==> src/rtl/score_keeper.sv <==
// Score, line and level accumulator for the score overlay renderer.
// Optional macro SCORE_HIGHSCORE_EN adds a high_score output that survives new_game.
module score_keeper #(
    parameter int LINES_PER_LEVEL = 10,
    parameter int MAX_LEVEL       = 9,
    parameter int SCORE_MAX       = 255
) (
    input  logic       clk,
    input  logic       rst,
    input  logic       new_game,
    input  logic       clear_valid,
    input  logic [2:0] clear_count,
    output logic       clear_ready,
    output logic [7:0] score,
    output logic [3:0] level,
    output logic [7:0] lines,
    output logic       level_up
`ifdef SCORE_HIGHSCORE_EN
    ,
    output logic [7:0] high_score
`endif
);

    // Handshake: an event transfers on a rising clk edge where clear_valid and
    // clear_ready are both high; the producer holds clear_valid/clear_count stable
    // until then, and clear_ready never depends on clear_valid.

    localparam logic [7:0] SCORE_MAX_V = 8'(SCORE_MAX);
    localparam logic [4:0] LPL_V       = 5'(LINES_PER_LEVEL);
    localparam logic [3:0] MAX_LEVEL_V = 4'(MAX_LEVEL);

    typedef enum logic [1:0] {
        S_IDLE = 2'd0,
        S_ADD  = 2'd1,
        S_LVL  = 2'd2
    } state_t;

    state_t     state_q, state_d;
    logic [7:0] score_q, score_d;
    logic [3:0] level_q, level_d;
    logic [7:0] lines_q, lines_d;
    logic [4:0] lil_q, lil_d;
    logic [4:0] reps_q, reps_d;
    logic [3:0] base_q, base_d;
    logic       level_up_c;
    logic       accept;
    logic [8:0] lines_sum;
    logic [8:0] score_sum;

    function automatic logic [3:0] base_points(input logic [2:0] c);
        case (c)
            3'd1:    return 4'd1;
            3'd2:    return 4'd3;
            3'd3:    return 4'd5;
            3'd4:    return 4'd8;
            default: return 4'd0;
        endcase
    endfunction

    assign clear_ready = (state_q == S_IDLE);
    assign accept      = clear_valid & clear_ready;
    assign lines_sum   = {1'b0, lines_q} + 9'(clear_count);
    assign score_sum   = {1'b0, score_q} + 9'(base_q);

    always_comb begin
        state_d    = state_q;
        score_d    = score_q;
        level_d    = level_q;
        lines_d    = lines_q;
        lil_d      = lil_q;
        reps_d     = reps_q;
        base_d     = base_q;
        level_up_c = 1'b0;

        case (state_q)
            S_IDLE: begin
                // Counts outside 1..4 are consumed without touching any state.
                if (accept && clear_count >= 3'd1 && clear_count <= 3'd4) begin
                    base_d  = base_points(clear_count);
                    reps_d  = {1'b0, level_q} + 5'd1;
                    lines_d = lines_sum[8] ? 8'hFF : lines_sum[7:0];
                    lil_d   = lil_q + 5'(clear_count);
                    state_d = S_ADD;
                end
            end
            S_ADD: begin
                score_d = (score_sum > {1'b0, SCORE_MAX_V}) ? SCORE_MAX_V : score_sum[7:0];
                reps_d  = reps_q - 5'd1;
                if (reps_q == 5'd1) begin
                    state_d = S_LVL;
                end
            end
            S_LVL: begin
                if (lil_q >= LPL_V) begin
                    lil_d = lil_q - LPL_V;
                    if (level_q < MAX_LEVEL_V) begin
                        level_d    = level_q + 4'd1;
                        level_up_c = 1'b1;
                    end
                end
                state_d = S_IDLE;
            end
            default: begin
                state_d = S_IDLE;
            end
        endcase

        // A new game wipes everything, including points still being added.
        if (new_game) begin
            state_d    = S_IDLE;
            score_d    = 8'd0;
            level_d    = 4'd0;
            lines_d    = 8'd0;
            lil_d      = 5'd0;
            reps_d     = 5'd0;
            base_d     = 4'd0;
            level_up_c = 1'b0;
        end
    end

    always_ff @(posedge clk or posedge rst) begin
        if (rst) begin
            state_q <= S_IDLE;
            score_q <= 8'd0;
            level_q <= 4'd0;
            lines_q <= 8'd0;
            lil_q   <= 5'd0;
            reps_q  <= 5'd0;
            base_q  <= 4'd0;
        end else begin
            state_q <= state_d;
            score_q <= score_d;
            level_q <= level_d;
            lines_q <= lines_d;
            lil_q   <= lil_d;
            reps_q  <= reps_d;
            base_q  <= base_d;
        end
    end

    assign score    = score_q;
    assign level    = level_q;
    assign lines    = lines_q;
    assign level_up = level_up_c;

`ifdef SCORE_HIGHSCORE_EN
    logic [7:0] high_score_q, high_score_d;

    // Tracks the registered score, so it trails score by one cycle.
    always_comb begin
        high_score_d = (score_q > high_score_q) ? score_q : high_score_q;
    end

    always_ff @(posedge clk or posedge rst) begin
        if (rst) begin
            high_score_q <= 8'd0;
        end else begin
            high_score_q <= high_score_d;
        end
    end

    assign high_score = high_score_q;
`endif

endmodule

==> config.mk <==
export PLATFORM = sky130hd
export DESIGN_NAME = score_keeper
export DESIGN_NICKNAME = d
export VERILOG_FILES = /design/src/rtl/score_keeper.sv
export SDC_FILE = /design/constraint.sdc
export NUM_CORES = 1
export LEC_CHECK = 0
export CAP_MARGIN = 10
export CORE_MARGIN = 2
export CORE_UTILIZATION = 56
export CTS_CLUSTER_SIZE = 28
export DETAILED_ROUTE_END_ITERATION = 8
export PLACE_DENSITY = 0.88
export RECOVER_POWER = 25
export SETUP_SLACK_MARGIN = 0.2
export SYNTH_ARGS = -nofsm -noshare
export SYNTH_HDL_FRONTEND = slang
export SYNTH_SLANG_ARGS = --single-unit
==> constraint.sdc <==
create_clock -name clk -period 2.4 [get_ports clk]
set_input_delay 0.36 -clock clk [delete_from_list [all_inputs] [get_ports clk]]
set_output_delay 0.36 -clock clk [all_outputs]
set_load 0.05 [all_outputs]
==> flow_metrics.py, run 1 <==
metrics = {
    "outcome": {
        "status": "finished clean",
    },
    "logic_synthesis": {
        "synth_edf_count": 0,
        "yosys_warnings": 0,
        "syn_inst": 252,
        "synth_nets": 277,
        "synth.distinct_cells": 64,
        "netlist_area_um2": 2420,
        "synth.yosys.seq_area_share_pct": 37.2,
        "async_reset_ff_share_pct": 100,
        "avgSynthCellArea_um2": 9.62,
        "synth.ff_latch_count": 36,
        "yosys_most_used_dff": "dfrtp_1",
    },
    "critical_path": {
        "cp_top_family": "simple AND/OR/NAND/NOR gates",
        "rr_worst_depth": 7,
        "crit_path_top_delay_cell": "dfrtp_1",
        "worst-path-buf-inv": 1,
        "worstSetupPathType": "flop to output port",
        "rr_endpoint": "score[1]",
        "cp_cell_sequence": "and2b_4, o31ai_4, nor3_2, buf_12",
        "crit_fanout": 11,
        "start_kind": "flop",
        "max_stage_delay_ps": 480,
        "required_ps": 2040,
        "reg2reg_from": "score[0]",
        "cp-end-kind": "output port",
        "cp.arrival_ps": 1820,
        "reg2reg_slack_ps": 390,
    },
    "clock_tree": {
        "cts-root-buf": "clkbuf_8",
        "clkSinkCount": 36,
        "cts.clk_slew.worst_paths_ps": 70,
        "cts_buffer_depth": 2,
        "insertion_delay_ps": 290,
        "htreeDepth": 2,
        "numCtsBuffers": 5,
        "tritoncts": "built",
    },
    "power_and_ir_drop": {
        "p_leak_nw": 1.32,
        "irDropWorstVdd_mv": 0.557,
        "pwr_density_cell_nw_per_um2": 503,
    },
    "timing": {
        "finalCritPeriodShare_pct": 90.7,
        "max-slew-margin-rel_pct": 44.3,
        "worst_slew_pin_slew_ps": 836,
        "layout_min_cycle_time_ps": 2180,
        "clock_skew_ps": 4.14,
        "max_freq_ghz": 0.459,
        "fin_setup_tns_ps": 0,
        "rsz0062_at_grt": "true",
        "setup_slack_ps": 223,
        "setup_viol": 0,
        "hold_slack_ps": 544,
        "hold_violations": 0,
        "finalMaxSlewViolations": 0,
    },
    "layout": {
        "final_util_pct": 73.8,
        "final_nets": 320,
        "layout-drive-gt1-share_pct": 15.9,
        "diodes": 0,
        "final_common_cell": "dfrtp_1",
        "instances_no_fill": 346,
        "layout_common_cells": "34 x dfrtp_1, 26 x clkdlybuf4s50_1, 23 x a21oi_1, 20 x inv_1, 17 x nand2_1",
        "area_growth_syn_to_layout_pct": 24.3,
    },
    "worst_hold_path": {
        "min_from": "base_q[0]",
        "min_to": "base_q[0]",
        "hp-class": "flop to flop",
        "worstHoldPathCells": 2,
    },
    "placement": {
        "place_congestion": 0.923,
        "dpl_worst_slack_ps": -206,
        "dp.cells": 335,
        "dp_hpwl_mm": 4.22,
        "portBuffers": 28,
    },
    "grt": {
        "first_global_vias": 2179,
        "grt_start_max_net_pins": 21,
        "grt.total_usage_pct": 25.7,
        "grt_pass1_wl_mm": 10.0,
        "grt.overflow.total": 0,
        "antenna_found_initial": 0,
    },
    "floorplan": {
        "ios": 29,
        "die_w_um": 69.8,
        "start_util_pct": 59.3,
        "core_area_um2": 4090,
        "die_y_um": 69.8,
        "fp-row-count": 23,
        "dieArea_um2": 4870,
    },
    "route": {
        "drtAntennaViolNets": 0,
        "drt-initial-drc-count": 192,
        "vias_per_cell": 6.32,
        "drc_errors": 0,
        "wl_per_cell_um": 17.4,
        "vias": 2186,
        "dr.pass1.iters": 4,
        "routed_wirelength_mm": 6.02,
    },
    "run": {
        "maxCapViolCount": 0,
    },
}
==> metrics by stage <==
step | power, W | area [µm²]
CTS | 0.00151 | 2980
global route | 0.00159 | 3010
finish | 0.00152 | 3010
floorplan | 0.000877 | 2430
global placement | 0.000975 | 2860
detailed placement | 0.000986 | 2860
==> state kept, by name, indices dropped and copies added (netlist names) <==
signal	count
state_q	2
score	8
lines	8
reps_q	5
level	4
lil_q	5
base_q	4
==> synth_stat cells, drive strengths merged, types with 5 or more instances <==
library cell,n,area (µm²)
xor2,6,52.6
nand3,10,50.1
a21o,6,45.0
buf,5,36.3
inv,20,75.1
nand2,17,63.8
dfrtp,36,901
nor2b,7,43.8
ha,15,188
o21ai,13,68.8
a31oi,5,31.3
nor3,7,35.0
a211oi,5,42.5
nor2,12,45.0
a21oi,25,129
==> worst min-delay path, delay by kind of cell (launching register included) <==
family / cells / cell delay (ps)
and+or+nand+nor: 1 / 60
AOI/OAI and AO/OA: 1 / 50
DFF: 1 / 390
==> cell type report <==
type | count | area [µm²]
repair buffers | 45 | 427
clock buffers | 6 | 72.6
inverters | 20 | 75.1
well taps | 50 | 62.6
flip-flops and latches | 36 | 903
fillers | 296 | 1070
clock inverters | 2 | 35.0
multi-input cells | 187 | 1440
==> report_power, final <==
part | switching (W) | internal (W) | leakage (nW)
registers | 0.0000306 | 0.000633 | 0.492
clock network | 0.000221 | 0.000308 | 0.0552
logic | 0.000193 | 0.000129 | 0.771
==> worst max-delay path by stage <==
| stage | start | to | cells past startpoint |
|---|---|---|---|
| 2_1_floorplan | lines[1] | lines[3] | 6 |
| 3_3_place_gp | clear_count[0] | lines[3] | 8 |
| 3_5_place_dp | clear_count[0] | lines[3] | 8 |
| 4_1_cts | lil_q[1] | level_up | 6 |
| 5_1_grt | state_q[0] | level_up | 4 |
| 6_report | state_q[0] | level_up | 4 |
==> cell families (layout without fill, tap and decap cells) <==
logic type / after synthesis / after routing / synth area share, %
AND/OR/NAND/NOR: 72 / 72 / 16.6
XOR/XNOR: 7 / 7 / 2.53
multiplexers: 5 / 5 / 2.37
AO/OA/AOI/OAI: 85 / 85 / 25.9
flip-flops: 36 / 36 / 37.2
adder cells (fa/ha/maj): 18 / 18 / 10.2
buffers and inverters: 29 / 73 / 5.21
==> what timing repair did <==
item,4_1_cts,5_1_grt
setup endpoints to repair,3,9
pin swaps,0,3
gates resized for setup,2,7
setup buffers,0,3
hold buffers,0,0
==> layer usage <==
| metal | global-route usage [%] | wire length [µm] | up-vias |
|---|---|---|---|
| met5 | 0 | 0 | - |
| met4 | 10.5 | 116 | 0 |
| met2 | 43.9 | 3120 | 76 |
| met1 | 32.2 | 2510 | 1089 |
| met3 | 4.51 | 271 | 13 |
| li1 | - | - | 1008 |
No activity file was read; power rests on OpenSTA's default activity.
==> run 2, diff against run 1 <==
--- a/config.mk
+++ b/config.mk
@@ -5,6 +5,7 @@
 export SDC_FILE = /design/constraint.sdc
 export NUM_CORES = 1
 export LEC_CHECK = 0
+export ABC_CLOCK_PERIOD_IN_PS = 2200
 export CAP_MARGIN = 10
 export CORE_MARGIN = 2
 export CORE_UTILIZATION = 56
==> constraint.sdc (replaced) <==
create_clock -name clk -period 2.2 [get_ports clk]
set_input_delay 0.33 -clock clk [delete_from_list [all_inputs] [get_ports clk]]
set_output_delay 0.33 -clock clk [all_outputs]
set_load 0.05 [all_outputs]
==> run 2 against run 1 <==
  * Critical path depth down 3
  * Design area up 2.3%
  * Worst setup slack better by 17 ps
  * Worst hold slack worse by 10 ps
  * Utilization up 1.7 points
  * Die area unchanged
  * Critical endpoint is now level[1]
  * Clock power down 4.5%
  * Highest routed layer unchanged
  * Via count up 0.23%
==> flow_metrics.py, run 2 (synthesized netlist as in run 1, its figures left out) <==
metrics = {
    "layout": {
        "regArea_um2": 908,
        "layout-drive-gt1-share_pct": 21.9,
        "diodes": 0,
        "fillers": 291,
        "area_growth_syn_to_layout_pct": 27.1,
        "final_nets": 325,
        "multi_input_area_um2": 1490,
        "final_common_cell": "dfrtp_1",
        "layout_common_cells": "30 x dfrtp_1, 24 x a21oi_1, 21 x clkdlybuf4s50_1, 21 x buf_4, 20 x inv_1",
        "instances_no_fill": 351,
    },
    "worst_hold_path": {
        "worstHoldPathCells": 2,
        "hp-class": "flop to flop",
    },
    "placement": {
        "portBuffers": 28,
        "dp.cells": 339,
        "dp_hpwl_mm": 4.09,
        "place_congestion": 0.902,
    },
    "timing": {
        "finalCritPeriodShare_pct": 89.1,
        "max-slew-margin-rel_pct": 38.1,
        "hold_violations": 0,
        "layout_min_cycle_time_ps": 1960,
        "finalMaxSlewViolations": 0,
        "max_freq_ghz": 0.510,
        "clock_skew_ps": 3.24,
        "hold_slack_ps": 534,
        "worst_slew_pin_slew_ps": 929,
        "rsz0062_at_grt": "false",
        "setup_viol": 0,
    },
    "critical_path": {
        "rr_worst_depth": 8,
        "start_kind": "flop",
        "cp_cell_sequence": "clkdlybuf4s50_1",
        "crit_fanout": 6,
        "max_stage_delay_ps": 880,
        "required_ps": 1870,
        "crit_path_top_delay_cell": "clkdlybuf4s50_1",
        "cp-end-kind": "output port",
        "cp.depth": 1,
        "cp.arrival_ps": 1630,
        "cp_top_family": "buffers and inverters",
        "worstSetupPathType": "flop to output port",
        "worst-path-buf-inv": 1,
    },
    "clock_tree": {
        "numCtsBuffers": 5,
        "cts_hold_buf": 0,
        "cts_buffer_depth": 2,
        "cts.clk_slew.worst_paths_ps": 70,
        "cts-root-buf": "clkbuf_8",
        "clkSinkCount": 36,
        "insertion_delay_ps": 300,
        "tritoncts": "built",
        "htreeDepth": 2,
    },
    "grt": {
        "grt.overflow.total": 0,
        "first_global_vias": 2247,
        "grt.total_usage_pct": 26.4,
        "grt_pass1_wl_mm": 10.3,
        "grt_start_max_net_pins": 37,
        "antenna_found_initial": 0,
    },
    "power_and_ir_drop": {
        "switching_power_w": 0.000509,
        "pwr-share-seq_pct": 45.4,
        "p_sw_share_pct": 31.8,
        "irDropWorstVdd_mv": 0.312,
        "pwr_density_cell_nw_per_um2": 518,
        "p_leak_nw": 1.38,
        "combPwrFrac_pct": 22.9,
        "power.internal_w": 0.00109,
        "power_w": 0.00160,
        "clock_power_share_pct": 31.7,
    },
    "route": {
        "drc_errors": 0,
        "drt-initial-drc-count": 210,
        "vias": 2191,
        "routed_wirelength_mm": 6.16,
        "wl_per_cell_um": 17.6,
        "dr.pass1.iters": 5,
        "drtAntennaViolNets": 0,
        "vias_per_cell": 6.24,
    },
    "floorplan": {
        "start_util_pct": 59.3,
        "die_y_um": 69.8,
        "core_area_um2": 4090,
        "dieArea_um2": 4870,
        "fp-row-count": 23,
        "ios": 29,
        "die_w_um": 69.8,
    },
    "run": {
        "maxCapViolCount": 0,
    },
    "outcome": {
        "status": "finished clean",
    },
}
## run 2: changes by cell type in the layout (fill, tap and decap cells not counted), moves of 2 or more
cell             change
dlymetal6s2s_1       +3
clkdlybuf4s50_1      -5
dlygate4sd2_1        +2
dfrtp_2              +4
buf_4                +6
ha_2                 +3
ha_1                 -4
dfrtp_1              -4
clkbuf_1             -2
## run 2: repair_timing
action / CTS / global route
resized for setup: 7 / 16
setup buffers: 2 / 2
endpoints found under the hold margin: 0 / 0
setup endpoints to repair: 10 / 13
pin swaps: 2 / 1
## run 2: metrics by stage
step	setup slack (ps)	instance area (µm²)	utilization [%]	setup TNS [ps]
after global routing	203	3080	75.4	0
after floorplan	203	2460	-	0
after global placement	-170	2900	70.9	-1020
final	241	3080	75.4	0
after detailed placement	-287	2900	70.9	-1560
after CTS	166	3020	73.9	0
## run 2: metal layers
metal / vias up / routed length, µm / global-route usage (%)
li1: 1021 / - / -
met5: - / 0 / 0
met1: 1073 / 2500 / 31.5
met4: 0 / 144 / 9.62
met2: 81 / 3170 / 46.9
met3: 16 / 341 / 5.23
## run 2: path summary, 6_finish.rpt
path | start | to | slack (ps)
hold / removal | base_q[3] | base_q[3] | 530
min in group asynchronous | rst | state_q[0] | 760
setup reg to reg | lines[0] | lines[5] | 320
setup / recovery | level[1] | level[1] | 240
hold reg to reg | base_q[3] | base_q[3] | 530
max in group asynchronous | rst | lines[0] | 810
## run 2: final cells by class
cell class / instances / area share, %
inverter: 20 / 2.44
timing repair buffer: 50 / 14.9
sequential: 36 / 29.5
tap: 50 / 2.03
multi-input combinational: 187 / 48.2
clock inverter: 2 / 0.325
clock buffer: 6 / 2.68
## run 2: worst reg2reg max path: stages, from the launching register on
cell and delay [ps]:
dfrtp_2 410, ha_4 140, inv_1 40, fa_2 350, nand2b_4 180, a211oi_4 260
buf_4 150, nor4_1 50, a211oi_1 210
## run 2: power by group through the flow
stage,sequential (W),combinational [W],clock (W)
floorplan,0.000770,0.000190,0
global placement,0.000736,0.000334,0
detailed placement,0.000736,0.000343,0
CTS,0.000725,0.000349,0.000509
global route,0.000728,0.000400,0.000542
finish,0.000725,0.000366,0.000506
